`src/rtl/line_buffer_ctrl.sv`:
```
// Line-buffer sequencer: cascades two SRAM line buffers and builds a 3x3 sliding window.
// Optional build macro LB_CTRL_CFG_WIDTH_EN adds a run-time row width input (cfg_width).
module line_buffer_ctrl #(
    parameter int unsigned ADDR_WIDTH = 5,
    parameter int unsigned DATA_WIDTH = 16,
    parameter int unsigned DEPTH      = 30,
    parameter int unsigned IMG_WIDTH  = 28,
    parameter int unsigned IMG_HEIGHT = 28,
    parameter int unsigned ROW_WIDTH  = 5
) (
    input  logic                    clk,
    input  logic                    rst_n,
    input  logic                    start,
    input  logic                    in_valid,
    output logic                    in_ready,
    input  logic [DATA_WIDTH-1:0]   in_data,
    output logic                    busy,
    output logic                    frame_done,
    output logic                    win_valid,
    output logic [9*DATA_WIDTH-1:0] win_data,
    output logic [ROW_WIDTH-1:0]    win_row,
    output logic [ADDR_WIDTH-1:0]   win_col,
    output logic [ADDR_WIDTH-1:0]   lb_rd_addr_I,
    output logic [ADDR_WIDTH-1:0]   lb_rd_addr_II,
    output logic [ADDR_WIDTH-1:0]   lb_wr_addr_I,
    output logic [ADDR_WIDTH-1:0]   lb_wr_addr_II,
    output logic                    lb_wr_en_I,
    output logic                    lb_wr_en_II,
    output logic [DATA_WIDTH-1:0]   lb_wr_data_I,
    output logic [DATA_WIDTH-1:0]   lb_wr_data_II,
    input  logic [DATA_WIDTH-1:0]   lb_rd_data_I,
    input  logic [DATA_WIDTH-1:0]   lb_rd_data_II
`ifdef LB_CTRL_CFG_WIDTH_EN
    ,
    input  logic [ADDR_WIDTH-1:0]   cfg_width
`endif
);

    localparam int unsigned EFF_WIDTH = (IMG_WIDTH <= DEPTH) ? IMG_WIDTH : DEPTH;
    localparam logic [ADDR_WIDTH-1:0] DEF_LAST_COL = ADDR_WIDTH'(EFF_WIDTH - 1);
    localparam logic [ROW_WIDTH-1:0]  LAST_ROW     = ROW_WIDTH'(IMG_HEIGHT - 1);

    typedef enum logic [1:0] {IDLE, RUN, DRAIN} state_t;

    state_t                  state;
    logic [ADDR_WIDTH-1:0]   col;
    logic [ROW_WIDTH-1:0]    row;
    logic [ADDR_WIDTH-1:0]   last_col;
    logic                    s1_valid;
    logic [DATA_WIDTH-1:0]   s1_pix;
    logic [ADDR_WIDTH-1:0]   s1_col;
    logic [ROW_WIDTH-1:0]    s1_row;
    logic [9*DATA_WIDTH-1:0] win_next;
    logic                    accept;
    logic                    last_pix;
    logic                    s1_win;

    assign accept   = in_valid && in_ready;
    assign last_pix = (row == LAST_ROW) && (col == last_col);
    assign s1_win   = s1_valid && (s1_row >= ROW_WIDTH'(2)) && (s1_col >= ADDR_WIDTH'(2));

`ifdef LB_CTRL_CFG_WIDTH_EN
    logic [ADDR_WIDTH-1:0] cfg_last;

    // Clamp the requested width into 3..DEPTH, stored as the last column index
    always_comb begin
        cfg_last = cfg_width - ADDR_WIDTH'(1);
        if (cfg_width < ADDR_WIDTH'(3)) begin
            cfg_last = ADDR_WIDTH'(2);
        end else if (cfg_width > ADDR_WIDTH'(DEPTH)) begin
            cfg_last = ADDR_WIDTH'(DEPTH - 1);
        end
    end

    always_ff @(posedge clk) begin
        if (!rst_n) begin
            last_col <= DEF_LAST_COL;
        end else if (state == IDLE && start) begin
            last_col <= cfg_last;
        end
    end
`else
    assign last_col = DEF_LAST_COL;
`endif

    // Stage 0 reads both buffers at the current column
    assign lb_rd_addr_I  = col;
    assign lb_rd_addr_II = col;

    // Stage 1 writes back: new pixel into I, the row I just read into II
    assign lb_wr_en_I    = s1_valid;
    assign lb_wr_en_II   = s1_valid;
    assign lb_wr_addr_I  = s1_col;
    assign lb_wr_addr_II = s1_col;
    assign lb_wr_data_I  = s1_pix;
    assign lb_wr_data_II = lb_rd_data_I;

    // Shift window left; new right column is {row r-2, row r-1, row r}
    always_comb begin
        win_next = win_data;
        for (int i = 0; i < 3; i++) begin
            win_next[DATA_WIDTH*(3*i) +: DATA_WIDTH]   = win_data[DATA_WIDTH*(3*i+1) +: DATA_WIDTH];
            win_next[DATA_WIDTH*(3*i+1) +: DATA_WIDTH] = win_data[DATA_WIDTH*(3*i+2) +: DATA_WIDTH];
        end
        win_next[DATA_WIDTH*2 +: DATA_WIDTH] = lb_rd_data_II;
        win_next[DATA_WIDTH*5 +: DATA_WIDTH] = lb_rd_data_I;
        win_next[DATA_WIDTH*8 +: DATA_WIDTH] = s1_pix;
    end

    always_ff @(posedge clk) begin
        if (!rst_n) begin
            state      <= IDLE;
            col        <= '0;
            row        <= '0;
            in_ready   <= 1'b0;
            busy       <= 1'b0;
            frame_done <= 1'b0;
            s1_valid   <= 1'b0;
            s1_pix     <= '0;
            s1_col     <= '0;
            s1_row     <= '0;
            win_valid  <= 1'b0;
            win_data   <= '0;
            win_row    <= '0;
            win_col    <= '0;
        end else begin
            frame_done <= 1'b0;
            case (state)
                IDLE: begin
                    if (start) begin
                        state    <= RUN;
                        in_ready <= 1'b1;
                        busy     <= 1'b1;
                        col      <= '0;
                        row      <= '0;
                    end
                end
                RUN: begin
                    if (accept) begin
                        if (last_pix) begin
                            state    <= DRAIN;
                            in_ready <= 1'b0;
                            col      <= '0;
                            row      <= '0;
                        end else if (col == last_col) begin
                            col <= '0;
                            row <= row + ROW_WIDTH'(1);
                        end else begin
                            col <= col + ADDR_WIDTH'(1);
                        end
                    end
                end
                DRAIN: begin
                    state      <= IDLE;
                    busy       <= 1'b0;
                    frame_done <= 1'b1;
                end
                default: begin
                    state    <= IDLE;
                    in_ready <= 1'b0;
                    busy     <= 1'b0;
                end
            endcase

            s1_valid <= accept;
            if (accept) begin
                s1_pix <= in_data;
                s1_col <= col;
                s1_row <= row;
            end

            // Bubbles leave the window untouched so it stays coherent
            if (s1_valid) begin
                win_data <= win_next;
            end
            win_valid <= s1_win;
            if (s1_win) begin
                win_row <= s1_row;
                win_col <= s1_col;
            end
        end
    end

endmodule

```
`config.mk`:
```
export PLATFORM = sky130hd
export DESIGN_NAME = line_buffer_ctrl
export DESIGN_NICKNAME = d
export VERILOG_FILES = /design/src/rtl/line_buffer_ctrl.sv
export SDC_FILE = /design/constraint.sdc
export NUM_CORES = 1
export LEC_CHECK = 0
export ABC_CLOCK_PERIOD_IN_PS = 1600
export BUFFER_PORTS_ARGS = -buffer_cell sky130_fd_sc_hd__buf_4
export CAP_MARGIN = 40
export CORE_UTILIZATION = 45
export DETAILED_ROUTE_END_ITERATION = 8
export GPL_ROUTABILITY_DRIVEN = 0
export GPL_TIMING_DRIVEN = 0
export PLACE_DENSITY = 0.76
export SYNTH_ARGS = -nofsm -noshare
export SYNTH_HDL_FRONTEND = slang
export SYNTH_SLANG_ARGS = --single-unit
```
`constraint.sdc`:
```
create_clock -name clk -period 1.6 [get_ports clk]
set_input_delay 0.24 -clock clk [delete_from_list [all_inputs] [get_ports clk]]
set_output_delay 0.24 -clock clk [all_outputs]
set_load 0.01 [all_outputs]
```
* Word-level counts from Yosys, hierarchy flattened
Cells that the tools add are included.
Operators by class: order comparisons 2, reduce and logical (&&, ||, !) cells 11, mux-type cells 19, bitwise logic cells 2, eq/ne operators 8, $add $sub $neg 2
Operators by type and width (count):
- $mux 5 | 7
- $pmux 5 s2 | 2
- $add 5x1->5 const B | 2
- $eq 5x5->1 const B | 2
- $ge 5x2->1 const B | 2
- $reduce_and 4->1 | 2
- $mux 2 | 3
- $ne 2x2->1 const B | 3
- $reduce_and 3->1 | 2
- $logic_and 1x1->1 | 4
- $mux 1 | 4
- $pmux 2 s2 | 1
- $ne 3x3->1 const B | 1
- $pmux 1 s3 | 1
- $eq 2x1->1 const B | 1
- $eq 2x2->1 const B | 1
- $logic_not 2->1 | 1
- $not 1->1 | 2
- $pmux 1 s2 | 1
- $reduce_and 2->1 | 1
- $reduce_bool 2->1 | 1
Storage, ports and cells: bits in registers 197, bits of input ports 52, word-level logic and storage cells 58, output and inout bits 212

* Longest topological paths before layout
depth in word-level cells 5, mapped depth 6, mapped depth without buffers 5

* Least setup slack after synthesis
No wires, ideal clock.
path type reg-to-reg, start register col[0], in the netlist lb_rd_addr_I[0], end register row[0], setup time 116 ps, buffers on the path 0, path slack -224 ps, clock period less this slack 1824 ps, data required time 1484 ps, cell stages (with the launch flop) 6, data arrival time 1708 ps, cell sequence dfxtp_1 > ha_1 > nand4b_4 > or4b_4 > a21o_1 > and3_1
On the way: cells in the longest elaborated chain, start to end 5, elaborated cells between the ends (all ways) 7, classes of those cells 2 x eq/ne; 3 x mux; 2 x reduce/logical
RTL lines:
- start, declared | line 46 | logic [ADDR_WIDTH-1:0] col;
- start signal, assigned | line 149 | col <= col + ADDR_WIDTH'(1);
- $eq 5x5->1 * | line 59, 145
- $logic_and 1x1->1 | line 59 | assign last_pix = (row == LAST_ROW) && (col == last_col);
- $mux 5 | line 140 | if (last_pix) begin
- $mux 5 | line 139 | if (accept) begin
- $pmux 5 s2 | line 128 | case (state)
- end signal, assigned | line 147 | row <= row + ROW_WIDTH'(1);
- end, declared | line 47 | logic [ROW_WIDTH-1:0] row;
Mark *: on every way between the ends. The rest lies on a longest branch, timed or not. The select of a mux whose other input is x is not followed. A chain may end at the register's enable or synchronous reset.

* Final worst setup path
start register col[1], in the netlist lb_rd_addr_I[1], end register row[0]
The elaborated chain is that of the path after synthesis.

==> impl_summary.md <==
Outcome
The run finished, with violations left. The checks that failed: setup timing.

Power and ir drop
The design draws 10.1 mW. The internal power is 7.77 mW. The clock share of power is 0.414. The peak ir drop on the vdd network is 0.816 mV.

The switching share of power is 0.229. Summed over all cells, the static leakage comes to 4.35 nW. The sequential cell fraction of total power is 0.499. The switching power total is 2.31 mW. Of the total power, combinational logic draws 0.086.

Dividing total power by cell area gives a power density of 940 mW/mm^2.

Route
The number of remaining DRC errors is 0. Dividing the detail-routed wire length by the instance count gives 16.6 microns. The first detailed-routing pass took 7 iterations. The via count is 5948.

Dividing the detail-routed via count by the number of cells gives 4.77. The total wire length is 20700 microns. The final antenna-violating net count is 0. After the first detailed-routing iteration, the DRC count stood at 212.

Flow run
The max-capacitance violation count is 0.

Finish
At the end of the flow, the number of nets in the layout was 1069. The number of filler instances in the final layout is 1384. The utilization of the core after routing is 0.644.

The multi-input combinational cells in the finished layout cover a total of 0.00342 sq mm. The share of layout cells above drive strength 1 is 0.364. The synthesis-to-layout area growth is 39.1%.

The count of inserted antenna diode cells is 0. The sequential cells in the finished layout cover a total of 0.00397 sq mm. The area of all placed cells without fillers is 0.0107 sq mm. After the flow finishes, the layout carries non-filler instances totaling 1247.

Timing
The final max-slew violation count was 0. Across all setup checks in the final design, the least slack found is -0.00740 ns. Setup violations remaining at the end of the flow were counted as 1. The maximum clock frequency is 0.622 GHz. The worst relative slew slack is 0.609. The clock skew after layout is 0.00984 ns.

The share of the cycle needed by the critical path after routing is 1.00. The minimum clock period is 1.61 ns. The actual transition at the worst max-transition pin is 0.586 ns. Setup repair after global routing could not meet its margin everywhere. The total count of hold-check failures in the final report is 0.

Worst setup path
The capturing point of the worst reg2reg path is row[0]. In this run the worst path has a maximum fanout of 5. The category of the most critical setup path is flop to flop.

The worst register-to-register path has a depth of 5. At the worst endpoint, the arrival time is 1.92 ns. The critical path required time is 1.92 ns.

The critical path endpoint category is a flop. The startpoint kind of the worst setup timing path is a flop. The worst register-to-register path begins at lb_rd_addr_I[1]. The worst setup slack for register-to-register paths is -0.007 ns.

GRT
The pin count of the biggest net entering global routing is 17. The global-route wire length before repair is 31300 microns. The global-route congestion overflow total is 0. The initial antenna violation count was 0.

The aggregate global-route resource usage is 0.230. The via count of the first global-routing pass is 5579.

Clocking
The buffer depth of the longest clock path is 2. The clock-pin transition on the worst setup and hold timing paths is 0.07 ns. Clock tree synthesis inserted a total of 17 buffers. The clock net sink count is 197. Clock tree synthesis selected as its root buffer the cell sky130_fd_sc_hd__clkbuf_16. TritonCTS built the clock tree. Buffers inserted to repair hold after CTS numbered 0. The insertion delay of the later-clocked pin in the worst-skew pair is 0.42 ns. The number of levels the H-tree was split into is 4.

Floorplanning
The floorplan has 47 rows. The number of ports placed on the die boundary is 264. The die covers 0.0177 sq mm. The effective utilization at floorplan is 0.463. The floorplan step set the die width to 133 microns. The overall die height is 133 microns. In this run the standard cell core region covers 0.0166 sq mm.

Yosys
Of the total synthesized cell area, the portion taken by full adders, half adders and majority gates is 0.00325. Of the synthesized area, sequential elements account for 0.512. The complex-gate fraction of the synthesized area is 0.0484.

In this run, distinct cell masters in the synthesized netlist total 36. The area of the mapped netlist is 0.00771 sq mm. The cell count after synthesis is 724. The top cell type's share of synthesized area is 0.512. The synthesized design spends more area on one cell type than any other, namely sky130_fd_sc_hd__dfxtp_1.

Averaged over all synthesized cells, the footprint is 10.6 sq um. When the netlist entered floorplanning its net count stood at 778. The most used flip-flop cell after synthesis is sky130_fd_sc_hd__dfxtp_1. By area, the combinational part of the netlist is dominated by multiplexers. The fraction of registers with async set/reset is 0.

The synthesized design contains 0 enable-type register cells. Of the post-synthesis cell area, the part taken by muxes is 0.197. The simple logic cell fraction of the synthesized area is 0.182. After synthesis the netlist holds a flip-flop and latch count of 197. The xor and xnor fraction of the mapped netlist area is 0.00454. The number of warnings issued by yosys is 0. By area the synthesized netlist is led by sky130_fd_sc_hd__dfxtp_1 (51%), sky130_fd_sc_hd__mux2i_1 (20%), sky130_fd_sc_hd__nor2b_1 (12%).

Placement
The detailed placer's ending HPWL is 15200 microns. The number of placed instances with taps included is 1206. The instance area at placement is 0.00997 sq mm. Buffers placed on the I/O ports in this run total 262.

Hold path
The startpoint identified for the worst hold timing path is lb_rd_data_II[13]. The worst hold path was traced through 3 stages. The type of the tightest min-delay check is input pin to flop. The worst hold path terminates at win_data[45].
flip-flops by register name, summed over array words and instances (netlist names):
name          count
win_row           5
win_data        144
state             2
lb_wr_en_I        1
row               5
s1_row            5
lb_wr_addr_I      5
lb_rd_addr_I      5
in_ready          1
busy              1
win_col           5
frame_done        1
win_valid         1
lb_wr_data_I     16
cells in the final DEF, fill, tap and decap left out, types with 2 or more instances in the layout:
master and count:
sky130_fd_sc_hd__a21boi_0 27, sky130_fd_sc_hd__a21boi_1 2, sky130_fd_sc_hd__a21oi_1 3, sky130_fd_sc_hd__a31oi_1 3
sky130_fd_sc_hd__and3_1 4, sky130_fd_sc_hd__buf_2 8, sky130_fd_sc_hd__buf_4 308, sky130_fd_sc_hd__buf_6 3
sky130_fd_sc_hd__bufinv_16 2, sky130_fd_sc_hd__clkbuf_1 24, sky130_fd_sc_hd__clkbuf_16 17, sky130_fd_sc_hd__clkbuf_2 4
sky130_fd_sc_hd__clkinv_2 3, sky130_fd_sc_hd__clkinv_4 2, sky130_fd_sc_hd__clkinvlp_4 2, sky130_fd_sc_hd__dfxtp_1 185
sky130_fd_sc_hd__dfxtp_2 8, sky130_fd_sc_hd__dfxtp_4 4, sky130_fd_sc_hd__ha_4 2, sky130_fd_sc_hd__inv_6 2
sky130_fd_sc_hd__mux2i_1 152, sky130_fd_sc_hd__nand2_1 62, sky130_fd_sc_hd__nand2b_1 5, sky130_fd_sc_hd__nand3_1 4
sky130_fd_sc_hd__nor2_1 5, sky130_fd_sc_hd__nor2b_1 153, sky130_fd_sc_hd__o21ai_0 7, sky130_fd_sc_hd__o41a_1 2
sky130_fd_sc_hd__xor2_1 3
routing by layer:
metal,vias up,wire length [microns],track usage
met1,2806,8980,0.280
met3,16,1040,0.0475
li1,2962,-,-
met4,0,210,0.0664
met5,-,0,0
met2,164,10500,0.405
critical path, stage by stage, from the launching register on:
cell	delay (ns)
sky130_fd_sc_hd__dfxtp_4	0.36
sky130_fd_sc_hd__ha_4	0.14
sky130_fd_sc_hd__nand4b_4	0.10
sky130_fd_sc_hd__or4b_4	0.53
sky130_fd_sc_hd__a21o_1	0.21
sky130_fd_sc_hd__and3_1	0.16
per-stage QoR:
step | setup TNS (ns) | hold WS [ns] | setup WS (ns)
floorplan | 0 | 0.385 | 0.00285
global placement | -6.60 | 0.441 | -0.120
detailed placement | -10.12 | 0.447 | -0.171
CTS | -0.0986 | 0.0617 | -0.0558
global route | -0.151 | 0.0725 | -0.0643
finish | -0.00740 | 0.0716 | -0.00740
cell families after synthesis:
| group | Yosys count |
|---|---|
| AND/OR/NAND/NOR | 244 |
| flip-flops | 197 |
| multiplexers | 152 |
| buffers and inverters | 74 |
| AO/OA/AOI/OAI | 51 |
| XOR/XNOR | 4 |
| adder cells (fa/ha/maj) | 2 |
cell usage after synthesis, types with 5 or more instances:
cell                       instances
sky130_fd_sc_hd__nor2b_1         153
sky130_fd_sc_hd__buf_4            30
sky130_fd_sc_hd__nand2b_1          5
sky130_fd_sc_hd__clkbuf_1         27
sky130_fd_sc_hd__a21boi_0         28
sky130_fd_sc_hd__dfxtp_1         197
sky130_fd_sc_hd__nand2_1          62
sky130_fd_sc_hd__o21ai_0           7
sky130_fd_sc_hd__buf_2            16
sky130_fd_sc_hd__nor2_1            6
sky130_fd_sc_hd__mux2i_1         152
power groups by stage:
| stage | clock, mW | sequential (mW) | combinational, mW |
|---|---|---|---|
| 6_report | 4.18 | 5.03 | 0.872 |
| 5_1_grt | 4.45 | 5.04 | 0.937 |
| 4_1_cts | 4.24 | 5.03 | 0.847 |
| 3_5_place_dp | 0 | 5.15 | 0.823 |
| 3_3_place_gp | 0 | 5.15 | 0.817 |
| 2_1_floorplan | 0 | 5.16 | 0.435 |
area by class of cell:
cell class                 instances  share of cell area
buffer                            72              0.0409
clock buffer                      20              0.0416
clock inverter                    11              0.0117
inverter                           1            0.000350
multi-input combinational        453               0.319
sequential                       197               0.370
tap                              220              0.0257
timing repair buffer             273               0.191
how the worst max path moves through the flow:
stage	endpoint	cells after the start	slack (ns)	startpoint
after floorplan	row[0]	5	0.003	lb_rd_addr_I[0]
after global placement	win_data[55]	5	-0.12	lb_wr_en_I
after detailed placement	win_data[55]	5	-0.17	lb_wr_en_I
after CTS	row[0]	5	-0.06	lb_rd_addr_I[1]
after global routing	row[0]	5	-0.06	lb_rd_addr_I[1]
final	row[0]	5	-0.007	lb_rd_addr_I[1]
what timing repair did:
action | in CTS | in global routing
resized for setup | 20 | 19
setup endpoints to repair | 95 | 36
setup buffers | 4 | 6
pin swaps | 3 | 4
gates cloned | 0 | 1
No activity file was read; power rests on OpenSTA's default activity.
